File: src/rtl/led7seg_pkg.sv
// Shared constants and hex-to-segment lookup for the 4-digit 7-segment display path.
package led7seg_pkg;

    localparam int NUM_DIGITS = 4;

    // Active-high cathode patterns, bit order {g,f,e,d,c,b,a}
    localparam logic [6:0] HEX2SEG [16] = '{
        7'h3F, 7'h06, 7'h5B, 7'h4F,
        7'h66, 7'h6D, 7'h7D, 7'h07,
        7'h7F, 7'h6F, 7'h77, 7'h7C,
        7'h39, 7'h5E, 7'h79, 7'h71
    };

    function automatic logic [6:0] seg_decode(input logic [3:0] code);
        return HEX2SEG[code];
    endfunction

endpackage

File: src/rtl/led7seg_hex_decode.sv
// Combinational hex-to-7-segment decode with selectable cathode polarity.
module led7seg_hex_decode
    import led7seg_pkg::*;
#(
    parameter int SEG_ACT_LOW = 1
) (
    input  logic [3:0] i_code,
    output logic [6:0] o_seg
);

    logic [6:0] w_seg_hi;

    always_comb begin
        w_seg_hi = seg_decode(i_code);
        o_seg    = (SEG_ACT_LOW != 0) ? ~w_seg_hi : w_seg_hi;
    end

endmodule

File: src/rtl/led7seg_scan_driver.sv
// Four-digit common-anode 7-segment scan driver: frame-coherent input snapshot,
// per-slot anti-ghost blanking and registered anode/segment drive.
module led7seg_scan_driver
    import led7seg_pkg::*;
#(
    parameter int SCAN_DIV     = 1024,
    parameter int BLANK_CYCLES = 16,
    parameter int AN_ACT_LOW   = 1,
    parameter int SEG_ACT_LOW  = 1
) (
    input  logic       I_CLK,
    input  logic       I_RESET,
    input  logic [3:0] I_LED7SEG3,
    input  logic [3:0] I_LED7SEG2,
    input  logic [3:0] I_LED7SEG1,
    input  logic [3:0] I_LED7SEG0,
    input  logic [3:0] I_LEDDRVEN,
    input  logic [3:0] I_LEDDOTS,
    output logic [3:0] O_AN,
    output logic [6:0] O_SEG,
    output logic       O_DP,
    output logic       O_FRAME_STB
);

    localparam int DIV_W = $clog2(SCAN_DIV);
    localparam int IDX_W = $clog2(NUM_DIGITS);

    localparam logic [DIV_W-1:0]      DIV_LAST  = DIV_W'(SCAN_DIV - 1);
    localparam logic [DIV_W-1:0]      BLANK_END = DIV_W'(BLANK_CYCLES);
    localparam logic [IDX_W-1:0]      IDX_LAST  = IDX_W'(NUM_DIGITS - 1);
    localparam logic [NUM_DIGITS-1:0] AN_OFF    = (AN_ACT_LOW != 0) ? {NUM_DIGITS{1'b1}} : {NUM_DIGITS{1'b0}};
    localparam logic [6:0]            SEG_OFF   = (SEG_ACT_LOW != 0) ? 7'h7F : 7'h00;
    localparam logic                  DP_OFF    = (SEG_ACT_LOW != 0) ? 1'b1 : 1'b0;

    logic [DIV_W-1:0]           r_div;
    logic [IDX_W-1:0]           r_idx;
    logic                       r_first;

    logic [NUM_DIGITS-1:0][3:0] r_snap_dig;
    logic [NUM_DIGITS-1:0]      r_snap_drven;
    logic [NUM_DIGITS-1:0]      r_snap_dots;

    logic                       w_div_wrap;
    logic                       w_snap;
    logic                       w_blank;
    logic                       w_active;
    logic [3:0]                 w_code;
    logic [6:0]                 w_seg_dec;
    logic [NUM_DIGITS-1:0]      w_an_onehot;
    logic [NUM_DIGITS-1:0]      w_an_next;
    logic [6:0]                 w_seg_next;
    logic                       w_dp_next;

    logic [NUM_DIGITS-1:0]      r_an_p1;
    logic [6:0]                 r_seg_p1;
    logic                       r_dp_p1;
    logic                       r_stb_p1;

    // Snapshot only at the very end of a frame (or right after reset) so a
    // frame never mixes old and new digit data.
    assign w_div_wrap = (r_div == DIV_LAST);
    assign w_snap     = r_first || (w_div_wrap && (r_idx == IDX_LAST));

    always_ff @(posedge I_CLK) begin
        if (I_RESET) begin
            r_div    <= '0;
            r_idx    <= '0;
            r_first  <= 1'b1;
            r_stb_p1 <= 1'b0;
        end else begin
            r_first  <= 1'b0;
            r_stb_p1 <= w_snap;
            if (w_div_wrap) begin
                r_div <= '0;
                r_idx <= r_idx + IDX_W'(1);
            end else begin
                r_div <= r_div + DIV_W'(1);
            end
        end
    end

    always_ff @(posedge I_CLK) begin
        if (I_RESET) begin
            r_snap_dig   <= '0;
            r_snap_drven <= '0;
            r_snap_dots  <= '0;
        end else if (w_snap) begin
            r_snap_dig   <= {I_LED7SEG3, I_LED7SEG2, I_LED7SEG1, I_LED7SEG0};
            r_snap_drven <= I_LEDDRVEN;
            r_snap_dots  <= I_LEDDOTS;
        end
    end

    // Stage p0: slot decode from the current (r_idx, r_div) and snapshot
    assign w_code      = r_snap_dig[r_idx];
    assign w_blank     = (r_div < BLANK_END);
    assign w_active    = !w_blank && r_snap_drven[r_idx];
    assign w_an_onehot = NUM_DIGITS'(1) << r_idx;

    led7seg_hex_decode #(
        .SEG_ACT_LOW(SEG_ACT_LOW)
    ) u_hex_decode (
        .i_code(w_code),
        .o_seg (w_seg_dec)
    );

    always_comb begin
        w_an_next  = AN_OFF;
        w_seg_next = SEG_OFF;
        w_dp_next  = DP_OFF;
        if (w_active) begin
            w_an_next  = (AN_ACT_LOW != 0) ? ~w_an_onehot : w_an_onehot;
            w_seg_next = w_seg_dec;
            w_dp_next  = r_snap_dots[r_idx] ? ~DP_OFF : DP_OFF;
        end
    end

    // Stage p1: registered pin drive
    always_ff @(posedge I_CLK) begin
        if (I_RESET) begin
            r_an_p1  <= AN_OFF;
            r_seg_p1 <= SEG_OFF;
            r_dp_p1  <= DP_OFF;
        end else begin
            r_an_p1  <= w_an_next;
            r_seg_p1 <= w_seg_next;
            r_dp_p1  <= w_dp_next;
        end
    end

    assign O_AN        = r_an_p1;
    assign O_SEG       = r_seg_p1;
    assign O_DP        = r_dp_p1;
    assign O_FRAME_STB = r_stb_p1;

endmodule

File: config.mk
export PLATFORM = sky130hd
export DESIGN_NAME = led7seg_scan_driver
export DESIGN_NICKNAME = d
export VERILOG_FILES = /design/src/rtl/led7seg_pkg.sv /design/src/rtl/led7seg_hex_decode.sv /design/src/rtl/led7seg_scan_driver.sv
export SDC_FILE = /design/constraint.sdc
export NUM_CORES = 1
export LEC_CHECK = 0
export BUFFER_PORTS_ARGS = -buffer_cell sky130_fd_sc_hd__buf_2
export CAP_MARGIN = 10
export CORE_MARGIN = 10
export CORE_UTILIZATION = 35
export DETAILED_ROUTE_END_ITERATION = 10
export GPL_TIMING_DRIVEN = 0
export PLACE_DENSITY = 0.6
export SYNTH_ARGS = -nofsm -noshare
export SYNTH_HDL_FRONTEND = slang
export SYNTH_SLANG_ARGS = --single-unit
export TNS_END_PERCENT = 50
File: constraint.sdc
create_clock -name I_CLK -period 6.6 [get_ports I_CLK]
set_input_delay 0.66 -clock I_CLK [delete_from_list [all_inputs] [get_ports I_CLK]]
set_output_delay 0.66 -clock I_CLK [all_outputs]
set_load 0.005 [all_outputs]
Word-level counts from Yosys, hierarchy flattened
Memory sizes are Yosys's and may differ from the RTL's.
Index checks and enable logic that the tools add are counted.
W data, S select, Z words.

word-level totals
  flip-flop bits (word level) = 50
  latch bits = 0
  RAM bits = 0
  bits in read-only memories = 112
  bits of input ports = 26
  memories = 1

memories
  name             words  width  rd ports  clocked after Yosys merged registers in  write ports  RTL line           RTL
  (no name shown)  16     7      1         0                                        0            led7seg_pkg.sv:15  return HEX2SEG[code];

cells by class
  add/sub/neg operators = 2
  multiply operators = 0
  div/mod/pow operators = 0
  magnitude comparators = 3
  equality and inequality tests = 2
  shift operators = 1
  mux-type cells = 10
  bitwise gates (word level) = 4
  reductions and logical operators = 6

operators with widths
  kind                     count
  $mux W7                  2
  $add A10 B1 Y10 const B  1
  $eq A10 B10 Y1 const B   1
  $lt A10 B5 Y1 const B    1
  $bmux W4 S2              1
  $not A7 Y7               1
  $ge A5 B5 Y1 const B     1
  $not A4 Y5               1
  $bmux W1 S2              2
  $mux W1                  4
  $mux W4                  1
  $not A4 Y4               1
  $reduce_or A2 Y1         2
  $shl A1 B2 Y4 const A    1
  $lt A2 B3 Y1 const B     1
  $add A2 B1 Y2 const B    1
  $eq A2 B2 Y1 const B     1
  $logic_and A1 B1 Y1      2
  $logic_not A1 Y1         1
  $logic_or A1 B1 Y1       1
  $not A1 Y1               1

Logic depth before layout (Yosys ltp)
Gate-level depths: netlist of the first run.

  depth in word-level cells = 7
  mapped depth = 7

Cells and area by module
A second synthesis of the first run with hierarchy kept.

second synthesis, totals
  cell total of the unflattened synthesis = 238
  area total of the unflattened synthesis = 2319.7 um^2

by module, submodules not included
  module               instances  cells an instance  area each (um^2)  sequential area each (um^2)
  led7seg_scan_driver  1          207                2067.0            1001.0
  led7seg_hex_decode   1          31                 252.7             0.0

Least setup slack after synthesis of the first run
OpenSTA, ideal clock, no wires.

  path type = register to register
  start point = register r_idx[1]
  end point = register r_seg_p1[0] (netlist: O_SEG[0])
  library setup time = 0.087 ns
  data arrival time = 2.056 ns
  required time = 6.513 ns
  setup slack = 4.457 ns
  cell stages (with the launch flop) = 8
  buffers on the path = 1
  period minus slack after synthesis = 2.143 ns
  path through = dfxtp_1 > buf_4 > mux4_1 > inv_1 > ha_1 > nor2_1 > a22o_1 > o31ai_1

on the way
  cells in the longest elaborated chain, start to end = 7
  elaborated cells on any way between the ends = 12

ends and longest elaborated chain
  element                                     RTL line                    RTL
  start: declaration                          led7seg_scan_driver.sv:36   logic [IDX_W-1:0] r_idx;
  start signal: assignment                    led7seg_scan_driver.sv:75   r_idx <= r_idx + IDX_W'(1);
  $bmux W4 S2                                 led7seg_scan_driver.sv:95   assign w_code = r_snap_dig[r_idx];
  $mux W4 (implied by the code)               led7seg_scan_driver.sv:95
  $not A4 Y5 (implied by the code)            led7seg_pkg.sv:15
  $mem_v2 Z16 W7                              --
  $mux W7 (implied by the code) (2 in a row)  led7seg_pkg.sv:15
  $not A7 Y7                                  led7seg_hex_decode.sv:15    o_seg = (SEG_ACT_LOW != 0) ? ~w_seg_hi : w_seg_hi;
  end signal: assignment                      led7seg_scan_driver.sv:126  r_seg_p1 <= w_seg_next;
  end: declaration                            led7seg_scan_driver.sv:55   logic [6:0] r_seg_p1;

Parallel ways exist; a longest one is shown, timed or not. The select of a mux whose other input is x is not followed.
A chain may end at the register's enable or synchronous reset.

Worst setup path in the final report of the first run
Ends and elaborated chain as after synthesis.

==> impl_metrics.ini, run 1 <==
[logic_synthesis]
avgSynthCellArea_um2 = 9.371
synth_compound_area_share_pct = 10.45
synth_xor_area_share_pct = 4.302
syn_nets = 276
synthArstFlopShare_pct = 0
muxShareOfSynthArea_pct = 11.96
yosysSeqAreaShare_pct = 44.69
synth-edff-count = 0
synthAdderAreaFrac_pct = 6.145
yosys_register_bits = 50
synth_cell_types = 37
synth-simple-area-share_pct = 18.32
synthFlopType = dfxtp_1
synth_cells = 239
netlist_area_mm2 = 0.002240
ys_warn_count = 0
synth_top_family_by_area = simple AND/OR/NAND/NOR gates

[critical_path]
slowest_delay_ns = 0.72
path_delay_family = multiplexers
end_kind = flip-flop
worstSetupPathType = reg2reg
cp_data_required_time_ns = 6.82
start_kind = flip-flop
critPathArrivalTime_ns = 2.73
worstPathCellList = buf_4 > mux4_1 > inv_1 > ha_1 > nor2_1 > a22o_1 > o31ai_1
cp_num_buf_inv = 2
crit_fanout = 10
critPathSlowestCell = mux4_1

[flow_run]
drv_cap = 0

[status]
status = completed

[floorplan]
std_cell_rows = 29
ios = 39
fp.dieH_um = 100.0
core_area_mm2 = 0.006277
die_w_um = 100.0
die_area_mm2 = 0.009999
start_util_pct = 35.68

[drt]
drc_errors = 0
drt_iter0_markers = 50
ant_nets = 0
first_pass_iters = 4
drt_wl_total_um = 4753
viasPerCell = 4.731
vias = 1708
wl_per_cell_um = 13.17

[placement]
gp_congestion = 0.7391
dp_hpwl_um = 3584
postPlaceCellArea_mm2 = 0.002526
portBuffers = 38

[grt]
grt_pass1_vias = 1681
gr-usage-all-layers_pct = 9.886
antenna_found_initial = 0
grt_max_degree = 15
grt_pass1_wl_um = 8010
gr-total-overflow = 0

[sta]
worst_pin_slew_ns = 0.4962
fmaxAchievable_mhz = 397.5
fin_crit_ns = 2.516
final_hold_viol_count = 0
rsz0062_at_grt = no
slew_headroom_pct = 66.92
finalCritPeriodShare_pct = 38.12
finalSetupViolCount = 0
hold_ws_ns = 0.4501
skew_ns = 0.01184
drv_slew = 0
fin_setup_tns_ns = 0

[clock_network]
htreeDepth = 2
post_cts_resized = 0
postCtsSetupRepairBufs = 0
clockBufferDepth = 2
tritoncts = done
clk_pin_slew_ns = 0.08
cts_sinks = 50
cts_buffers = 5
ctsHoldBuffers = 0
cts-root-buf = clkbuf_8
clk_latency_ns = 0.31

[layout]
fin_area_mm2 = 0.002639
syn_to_final_growth_pct = 17.82
drive_gt1_share_pct = 20.42
layout_common_cells = nand2_1, dfxtp_1, buf_2
final_common_cell = nand2_1
n_antenna_cell = 0
nets = 321

[power]
powerDensity_mw_per_mm2 = 223.1
total_leakage_power_nw = 1.049
ir_worst_vdd_mv = 0.09723

[worst_hold_path]
hp-class = reg2reg
==> where the power goes <==
| group | switching (W) | internal (W) | leakage, nW |
|---|---|---|---|
| sequential | 0.00000590 | 0.000312 | 0.409 |
| combinational | 0.0000275 | 0.0000233 | 0.583 |
| clock | 0.0000989 | 0.000121 | 0.0573 |
| total | 0.000132 | 0.000456 | 1.05 |
==> synth_stat cells, types with 2 or more instances <==
| cell type | n | area share (%) |
|---|---|---|
| xnor2_1 | 5 | 2.0 |
| nand2_1 | 58 | 9.7 |
| o311ai_1 | 2 | 0.78 |
| xor2_1 | 6 | 2.3 |
| mux4_1 | 4 | 4.7 |
| and4_1 | 3 | 1.2 |
| mux2_2 | 2 | 1.0 |
| mux2i_1 | 8 | 3.6 |
| and2_1 | 2 | 0.56 |
| a21oi_1 | 24 | 5.4 |
| buf_4 | 2 | 0.67 |
| nor2_1 | 17 | 2.8 |
| o221ai_1 | 2 | 0.78 |
| inv_1 | 6 | 1.0 |
| o21a_1 | 2 | 0.67 |
| nand4_1 | 2 | 0.56 |
| clkbuf_1 | 6 | 1.0 |
| buf_6 | 2 | 1.0 |
| nor3b_1 | 3 | 1.0 |
| buf_2 | 2 | 0.45 |
| nand3_1 | 4 | 0.89 |
| dfxtp_1 | 50 | 45 |
| nor3_1 | 3 | 0.67 |
| ha_1 | 11 | 6.1 |
==> worst reg2reg max path: cells and delay by family (launching register included) <==
kind                       cells  cell delay [ns]
AOI/OAI and AO/OA              2             0.45
and+or+nand+nor                1             0.06
buffers and inverters          2             0.43
adders and majority gates      1             0.28
muxes                          1             0.73
DFF                            1             0.48
==> cell type report <==
| cell class | instances | area, um^2 |
|---|---|---|
| multi-input combinational | 171 | 1146 |
| clock inverter | 1 | 30.03 |
| tap | 77 | 96.34 |
| buffer | 12 | 70.07 |
| timing repair buffer | 38 | 190.2 |
| inverter | 6 | 22.52 |
| sequential | 50 | 1001 |
| fill | 663 | 3638 |
| clock buffer | 6 | 82.58 |
==> worst paths after layout <==
| path | startpoint | to | slack (ns) | depth (start not counted) |
|---|---|---|---|---|
| setup / recovery | r_idx[1] | O_SEG[0] | 4.08 | 7 |
| hold / removal | r_snap_drven[0] | r_snap_drven[0] | 0.45 | 2 |
| setup reg to reg | r_idx[1] | O_SEG[0] | 4.08 | 7 |
| hold reg to reg | r_snap_drven[0] | r_snap_drven[0] | 0.45 | 2 |
==> state kept, by name (all words and copies together), names as in the netlist <==
name          count
r_idx             2
O_FRAME_STB       1
O_DP              1
r_div            10
r_snap_drven      4
r_snap_dig       16
O_SEG             7
r_snap_dots       4
r_first           1
O_AN              4
==> stage by stage <==
stage | util [%] | power, W | std cells | worst slack, ns
floorplan | - | 0.0003583 | 239 | 4.457
global placement | 40.24 | 0.0003748 | 354 | 4.129
detailed placement | 40.24 | 0.0003758 | 354 | 4.093
CTS | 42.04 | 0.0005946 | 361 | 4.075
global route | 42.04 | 0.0006106 | 361 | 3.878
finish | 42.04 | 0.0005886 | 361 | 4.084
==> layer usage <==
layer	up-vias	track usage, %	share of wire (%)
met5	-	0	0
met4	0	5.870	2.4
met3	7	2.816	5.8
met2	37	14.24	43
met1	760	12.82	49
li1	904	-	-
==> kinds of logic (layout without fill, tap and decap cells) <==
| logic type | after synthesis | count (layout) |
|---|---|---|
| adders and majority gates | 11 | 11 |
| muxes | 17 | 17 |
| and+or+nand+nor | 95 | 95 |
| DFF | 50 | 50 |
| AOI/OAI and AO/OA | 37 | 37 |
| xor gates and xnor gates | 11 | 11 |
| buffers and inverters | 18 | 63 |
Power figures use the tool's default switching activity.
==> run 2, diff against run 1 <==
==> constraint.sdc (replaced) <==
create_clock -name I_CLK -period 2.35 [get_ports I_CLK]
set_input_delay 0.235 -clock I_CLK [delete_from_list [all_inputs] [get_ports I_CLK]]
set_output_delay 0.235 -clock I_CLK [all_outputs]
set_load 0.005 [all_outputs]
==> run 2 against run 1 <==
  * Setup slack lost 3.9 ns
  * Clock skew shrank 0.00079 ns
  * Clock-buffer cell count stayed put
  * Global-route usage is 0.085 points higher
  * Register-to-register slack worse by 3.9 ns
  * Largest cell class unchanged
==> impl_metrics.ini, run 2 (synthesis results as in run 1) <==
[sta]
slew_headroom_pct = 66.82
worst_pin_slew_ns = 0.4978
fin_crit_ns = 2.164
drv_slew = 0
finalCritPeriodShare_pct = 92.10
fmaxAchievable_mhz = 462.0
final_hold_viol_count = 0
finalSetupViolCount = 0
rsz0062_at_grt = no
skew_ns = 0.01106
fin_setup_tns_ns = 0

[clock_network]
clk_latency_ns = 0.31
cts_sinks = 50
tritoncts = done
clockBufferDepth = 2
htreeDepth = 2
cts_buffers = 5
cts-root-buf = clkbuf_8
clk_pin_slew_ns = 0.08

[flow_run]
drv_cap = 0

[floorplan]
std_cell_rows = 29
die_w_um = 100.0
start_util_pct = 35.68
core_area_mm2 = 0.006277
fp.dieH_um = 100.0
ios = 39
die_area_mm2 = 0.009999

[status]
status = completed

[drt]
viasPerCell = 4.703
drt_wl_total_um = 4869
ant_nets = 0
drt_iter0_markers = 50
wl_per_cell_um = 13.38
drc_errors = 0
vias = 1712
first_pass_iters = 4

[grt]
grt_pass1_wl_um = 8079
grt_max_degree = 15
grt_pass1_vias = 1683
gr-usage-all-layers_pct = 9.972
antenna_found_initial = 0
gr-total-overflow = 0

[power]
ir_worst_vdd_mv = 0.2594
intPower_w = 0.001285
powerDensity_mw_per_mm2 = 623.7
seqPwrFrac_pct = 53.8
power_w = 0.001660
total_leakage_power_nw = 1.054
p_switching_w = 0.0003745
combPwrFrac_pct = 8.9
p_sw_share_pct = 22.56
clkPwrFrac_pct = 37.3

[critical_path]
start_kind = flip-flop
cp_data_required_time_ns = 2.57
end_kind = flip-flop
worstPathCellList = buf_6 > mux4_2 > inv_1 > ha_2 > nor2_1 > a22o_1 > o31ai_1
crit_fanout = 10
path_delay_family = multiplexers
worstSetupPathType = reg2reg
critPathSlowestCell = mux4_2
cp_num_buf_inv = 2
critPathArrivalTime_ns = 2.38
slowest_delay_ns = 0.58

[placement]
portBuffers = 38
dp_hpwl_um = 3584
gp_congestion = 0.7391

[worst_hold_path]
hp-class = in2reg

[layout]
fillers = 663
n_antenna_cell = 0
largest_register_ffs = 16
layout_common_cells = nand2_1, dfxtp_1, buf_2
nets = 324
drive_gt1_share_pct = 22.65
top_register = r_snap_dig
final_common_cell = nand2_1
syn_to_final_growth_pct = 18.83
## run 2: what timing repair did
item,4_1_cts,5_1_grt
hold endpoints to repair,0,0
buffers inserted,0,3
resized for setup,2,3
setup endpoints to repair,2,2
hold buffers,0,0
pin swaps,0,0
## run 2: power by group through the flow
stage / Sequential [W] / Clock [W] / Combinational [W]
floorplan: 0.000908 / 0 / 0.0000986
global placement: 0.000912 / 0 / 0.000141
detailed placement: 0.000912 / 0 / 0.000143
CTS: 0.000893 / 0.000634 / 0.000144
global route: 0.000897 / 0.000655 / 0.000169
finish: 0.000892 / 0.000619 / 0.000148
## run 2: path summary, 6_finish.rpt
check,startpoint,to,slack (ns),depth (start not counted)
setup / recovery,r_idx[1],O_SEG[0],0.19,7
hold / removal,I_RESET,r_first,0.09,1
setup reg to reg,r_idx[1],O_SEG[0],0.19,7
hold reg to reg,r_snap_drven[0],r_snap_drven[0],0.45,2
## run 2: cell type report
class,instances,area (um^2),area share [%]
buffer,12,73.82,2.774
tap,77,96.34,3.620
inverter,6,22.52,0.8463
clock buffer,6,82.58,3.103
clock inverter,1,30.03,1.128
timing repair buffer,41,212.7,7.992
sequential,50,1002,37.66
multi-input combinational,171,1141,42.88
## run 2: metrics by stage
| stage | utilization (%) | std cells | hold WS [ns] | cell area, um^2 | setup WS [ns] |
|---|---|---|---|---|---|
| final | 42.40 | 364 | 0.09458 | 2661 | 0.1857 |
| after global routing | 42.40 | 364 | 0.09252 | 2661 | 0.01946 |
| after CTS | 42.00 | 361 | 0.08936 | 2636 | 0.05483 |
| after detailed placement | 40.24 | 354 | 0.4134 | 2526 | -0.1567 |
| after global placement | 40.24 | 354 | 0.4113 | 2526 | -0.1206 |
| after floorplan | - | 239 | 0.2627 | 2240 | 0.2071 |
## run 2: layer usage
metal / up-vias / global-route usage, % / wire [um]
li1: 906 / - / -
met4: 0 / 5.870 / 118
met1: 765 / 13.10 / 2349
met3: 7 / 2.816 / 267
met5: - / 0 / 0
met2: 34 / 14.19 / 2134
